$ cat src/rtl/clk_div_n.sv
// clk_div_n: divides clk by a runtime-programmable N (2..2^DIV_W-1).
// Produces a registered divided clock out_clk, a one-cycle tick on each
// out_clk rising edge, and glitch-free divisor updates. A new divisor is
// staged in a pending register and only takes effect at a period boundary.
// Optional feature macro: CLK_DIV_ODD_DUTY50_EN. When it is defined, a
// negedge flop stretches odd-N high phases to an exact 50% duty.
module clk_div_n #(
  parameter int DIV_W       = 8,
  parameter int DEFAULT_DIV = 2
) (
  input  logic             clk,
  input  logic             rst,
  input  logic             en,
  input  logic [DIV_W-1:0] div_val,
  input  logic             div_load,
  output logic             out_clk,
  output logic             tick,
  output logic             upd_pending
);

  localparam logic [DIV_W-1:0] DEF  = DIV_W'(DEFAULT_DIV);
  localparam logic [DIV_W-1:0] ONE  = DIV_W'(1);
  localparam logic [DIV_W-1:0] TWO  = DIV_W'(2);

  logic [DIV_W-1:0] cnt_q, cnt_d;
  logic [DIV_W-1:0] div_act_q, div_act_d;
  logic [DIV_W-1:0] div_pend_q, div_pend_d;
  logic             upd_pending_q, upd_pending_d;
  logic             out_clk_q, out_clk_d;
  logic             tick_q, tick_d;
  logic [DIV_W-1:0] half;
  logic [DIV_W-1:0] cnt_inc;

  assign half    = div_act_q >> 1;
  assign cnt_inc = cnt_q + ONE;

  // Next-state: count/wrap while enabled, and stage any divisor load.
  always_comb begin
    cnt_d         = cnt_q;
    div_act_d     = div_act_q;
    div_pend_d    = div_pend_q;
    upd_pending_d = upd_pending_q;
    out_clk_d     = out_clk_q;
    tick_d        = 1'b0;
    if (en) begin
      if (cnt_q == div_act_q - ONE) begin
        // Period boundary: rising edge, and the only point a new N may land.
        cnt_d     = '0;
        out_clk_d = 1'b1;
        tick_d    = 1'b1;
        if (upd_pending_q) begin
          div_act_d     = div_pend_q;
          upd_pending_d = 1'b0;
        end
      end else begin
        cnt_d = cnt_inc;
        if (cnt_inc == half) out_clk_d = 1'b0;
      end
    end
    // A load on the wrap cycle is applied after the current boundary has
    // consumed the old pending value, so it lands on the following wrap.
    if (div_load) begin
      div_pend_d    = (div_val < TWO) ? TWO : div_val;
      upd_pending_d = 1'b1;
    end
  end

  // State registers; reset restarts with DEFAULT_DIV poised to wrap.
  always_ff @(posedge clk or posedge rst) begin
    if (rst) begin
      cnt_q         <= DEF - ONE;
      div_act_q     <= DEF;
      div_pend_q    <= DEF;
      upd_pending_q <= 1'b0;
      out_clk_q     <= 1'b0;
      tick_q        <= 1'b0;
    end else begin
      cnt_q         <= cnt_d;
      div_act_q     <= div_act_d;
      div_pend_q    <= div_pend_d;
      upd_pending_q <= upd_pending_d;
      out_clk_q     <= out_clk_d;
      tick_q        <= tick_d;
    end
  end

`ifdef CLK_DIV_ODD_DUTY50_EN
  logic out_neg_q, out_neg_d;

  // Half-cycle delayed copy of out_clk; only used for odd divisors.
  always_comb begin
    out_neg_d = out_clk_q & div_act_q[0];
  end

  // Negedge sampler that extends the odd-N high phase by half a clk period.
  always_ff @(negedge clk or posedge rst) begin
    if (rst) out_neg_q <= 1'b0;
    else     out_neg_q <= out_neg_d;
  end

  assign out_clk = out_clk_q | out_neg_q;
`else
  assign out_clk = out_clk_q;
`endif

  assign tick        = tick_q;
  assign upd_pending = upd_pending_q;

endmodule

$ cat config.mk
export PLATFORM = sky130hd
export DESIGN_NAME = clk_div_n
export DESIGN_NICKNAME = d
export VERILOG_FILES = /design/src/rtl/clk_div_n.sv
export SDC_FILE = /design/constraint.sdc
export NUM_CORES = 1
export LEC_CHECK = 0
export ABC_AREA = 0
export BUFFER_PORTS_ARGS = -buffer_cell sky130_fd_sc_hd__buf_2
export CAP_MARGIN = 20
export CORE_MARGIN = 3
export CORE_UTILIZATION = 48
export DETAILED_ROUTE_END_ITERATION = 8
export PLACE_DENSITY = 0.67
export SYNTH_ARGS = -nofsm -noshare
export SYNTH_HDL_FRONTEND = slang
export SYNTH_SLANG_ARGS = --single-unit
$ cat constraint.sdc
create_clock -name clk -period 5.65 [get_ports clk]
set_clock_uncertainty 0.2 [all_clocks]
set_input_delay 0.565 -clock clk [delete_from_list [all_inputs] [get_ports clk]]
set_output_delay 0.565 -clock clk [all_outputs]
set_load 0.05 [all_outputs]
==> reports/metrics.cfg <==
[status]
status=finished clean

[timing]
tns_ns=0
timing.final.crit_share_pct=45.8
period_needed_ns=2.59
rsz0062_at_grt=no
finalMaxSlewViolations=0
fmax_ghz=0.386
finalHoldViolCount=0
final-setup-viol-count=0
worstMarginPinSlew_ns=0.423
max_slew_margin_pct=71.4

[clock_tree]
post_cts_buffers=0
clock_latency_ns=0.32
cts_tree=yes
h-tree-depth=1
clk_pin_slew_ns=0.15
post_cts_resized=0
clkSinkCount=27
cts-root-buf=clkbuf_4
clock_path_buffers=2
cts_buffers=3
postCtsHoldBufs=0

[floorplan]
die_area_sq_um=4100
ioPinCount=15
rows=20
chipWidth_um=64.1
start_util_pct=51.7
core_sq_um=3130
die_h_um=64.1

[critical_path]
worst_setup_path_end_kind=flip-flop
path_cells=inv_1 -> ha_1 -> nor3b_1 -> a21oi_1 -> nor4b_4 -> o311a_1 -> a22o_1
cpMaxStageDelayCell=o311a_1
crit_fanout=11
r2r-start=div_act_q[0]$_DFFE_PP0P_
cp-start-kind=flip-flop
critPathRequiredTime_ns=5.72
slowest_delay_ns=0.48
crit_start=div_act_q[0]$_DFFE_PP0P_
cp_num_buf_inv=1
cp_top_family=compound AO/OA/AOI/OAI gates
arrival_ns=2.66
worstSetupPathType=reg2reg

[finish]
nFillCells=285
final_cell_mix=24 x dfrtp_1, 15 x mux2_2, 14 x buf_2
seq_area_sq_um=679
drive_gt1_share_pct=27.9
nets=180
area_growth_pct=8.74
diodes=0
final_common_cell=dfrtp_1
multi_input_area_sq_um=865

[routing]
viasPerCell=5.70
post_drt_wl_per_cell_um=14.3
dr.pass1.iters=4
drtAntennaViolNets=0
num_vias=1192
drt-total-wl_um=2990
drc_errors=0
drt_iter0_markers=32

[hold_path]
hp-start=div_val[0]
hold_path.class=in2reg

[global_route]
gr-total-overflow=0
grt_usage_pct=17.0
grt_pass1_vias=1212
grt_start_max_net_pins=28
antenna_found_initial=0
grt_pass1_wl_um=5570

[logic_synthesis]
synth_cell_type_count=43
ys_seq_area_share_pct=42.0
synth_edf_count=0
ys_top_cells_by_area=dfrtp_1 37%, mux2_2 10%, xnor2_1 5.4%, xor2_1 5.4%, dfstp_2 4.9%
netlist_area_sq_um=1620
ys_ff_latch=27
synth_top_area_share_pct=37.1
syn_inst=158
syn-mean-instance-area_sq_um=10.2
yosys_warnings=0
async_reset_ff_share_pct=100
synth_nets=172
synth_ff_type=dfrtp_1
yosys.area.top_type=dfrtp_1

[pwr]
p_per_area_nw_per_um2=232
power.total_mw=0.408
peakVddDrop_v=0.000167
p_leak_nw=0.796

[placement]
portBuffers=14
dp_hpwl_um=2280
gp_congestion=0.767

[job]
cap_violations=0

-- power by group --
part,internal [mW],switching [mW]
combinational,0.0450,0.0420
sequential,0.210,0.0263
clock,0.0270,0.0578
total,0.282,0.126
-- flip-flops by register name, summed over array words and instances (netlist names) --
name         flops
div_pend_q       8
upd_pending      1
cnt_q            8
out_clk          1
div_act_q        8
tick             1
-- synthesized netlist by cell type (3+ instances only) --
| master | n |
|---|---|
| a21oi_1 | 7 |
| clkbuf_1 | 11 |
| dfrtp_1 | 24 |
| dfstp_2 | 3 |
| inv_1 | 6 |
| mux2_2 | 15 |
| nand2_1 | 7 |
| nand2b_1 | 3 |
| nand3_1 | 10 |
| nor2_1 | 4 |
| nor3_1 | 3 |
| o21ai_0 | 5 |
| xnor2_1 | 10 |
| xor2_1 | 10 |
-- per-layer routing --
metal / GRT usage, % / share of wire (%) / vias to the layer above
li1: - / - / 583
met1: 23.4 / 49 / 585
met2: 27.7 / 47 / 18
met3: 1.41 / 2.3 / 6
met4: 6.74 / 1.6 / 0
met5: 0 / 0 / -
-- area by class of cell --
cell class,count,area share [%]
clock inverters,1,0.427
repair buffers,16,6.12
inverters,6,1.28
clock buffers,3,1.28
well taps,44,3.13
flip-flops and latches,27,38.6
multi-input cells,112,49.1
-- worst min-delay path, stage by stage --
cell and delay (ns):
buf_2 0.09, inv_1 0.04, o2bb2ai_1 0.06
-- final timing paths --
| kind | end | slack (ns) | cells after the start |
|---|---|---|---|
| worst max-delay path | out_clk$_DFFE_PP0P_ | 3.06 | 7 |
| worst min-delay path | div_pend_q[0]$_DFFE_PP0P_ | 0.25 | 3 |
| worst max register to register | out_clk$_DFFE_PP0P_ | 3.06 | 7 |
| worst min register to register | div_pend_q[3]$_DFFE_PP0P_ | 0.32 | 1 |
| max in group asynchronous | cnt_q[0]$_DFFE_PP1P_ | 4.20 | 4 |
| min in group asynchronous | cnt_q[6]$_DFFE_PP0P_ | 0.55 | 3 |
-- through the flow --
step | util [%] | std cells | setup slack (ns) | cell area [sq um] | hold slack, ns
2_1_floorplan | - | 158 | 3.39 | 1620 | 0.251
3_5_place_dp | 54.1 | 203 | 3.08 | 1690 | 0.286
4_1_cts | 55.0 | 207 | 3.06 | 1720 | 0.243
3_3_place_gp | 54.1 | 203 | 3.21 | 1690 | 0.279
5_1_grt | 56.2 | 209 | 2.90 | 1760 | 0.256
6_report | 56.2 | 209 | 3.06 | 1760 | 0.252
-- logic make-up (layout without fill, tap and decap cells) --
kind of cell	count (synthesis)	after routing	synth area share (%)
buffers and inverters	19	26	4.56
and+or+nand+nor	43	43	16.2
DFF	27	27	42.0
adders and majority gates	2	2	1.55
xor gates and xnor gates	20	20	10.8
muxes	15	15	10.4
AOI/OAI and AO/OA	32	32	14.4
(Power assumes the default switching activity.)
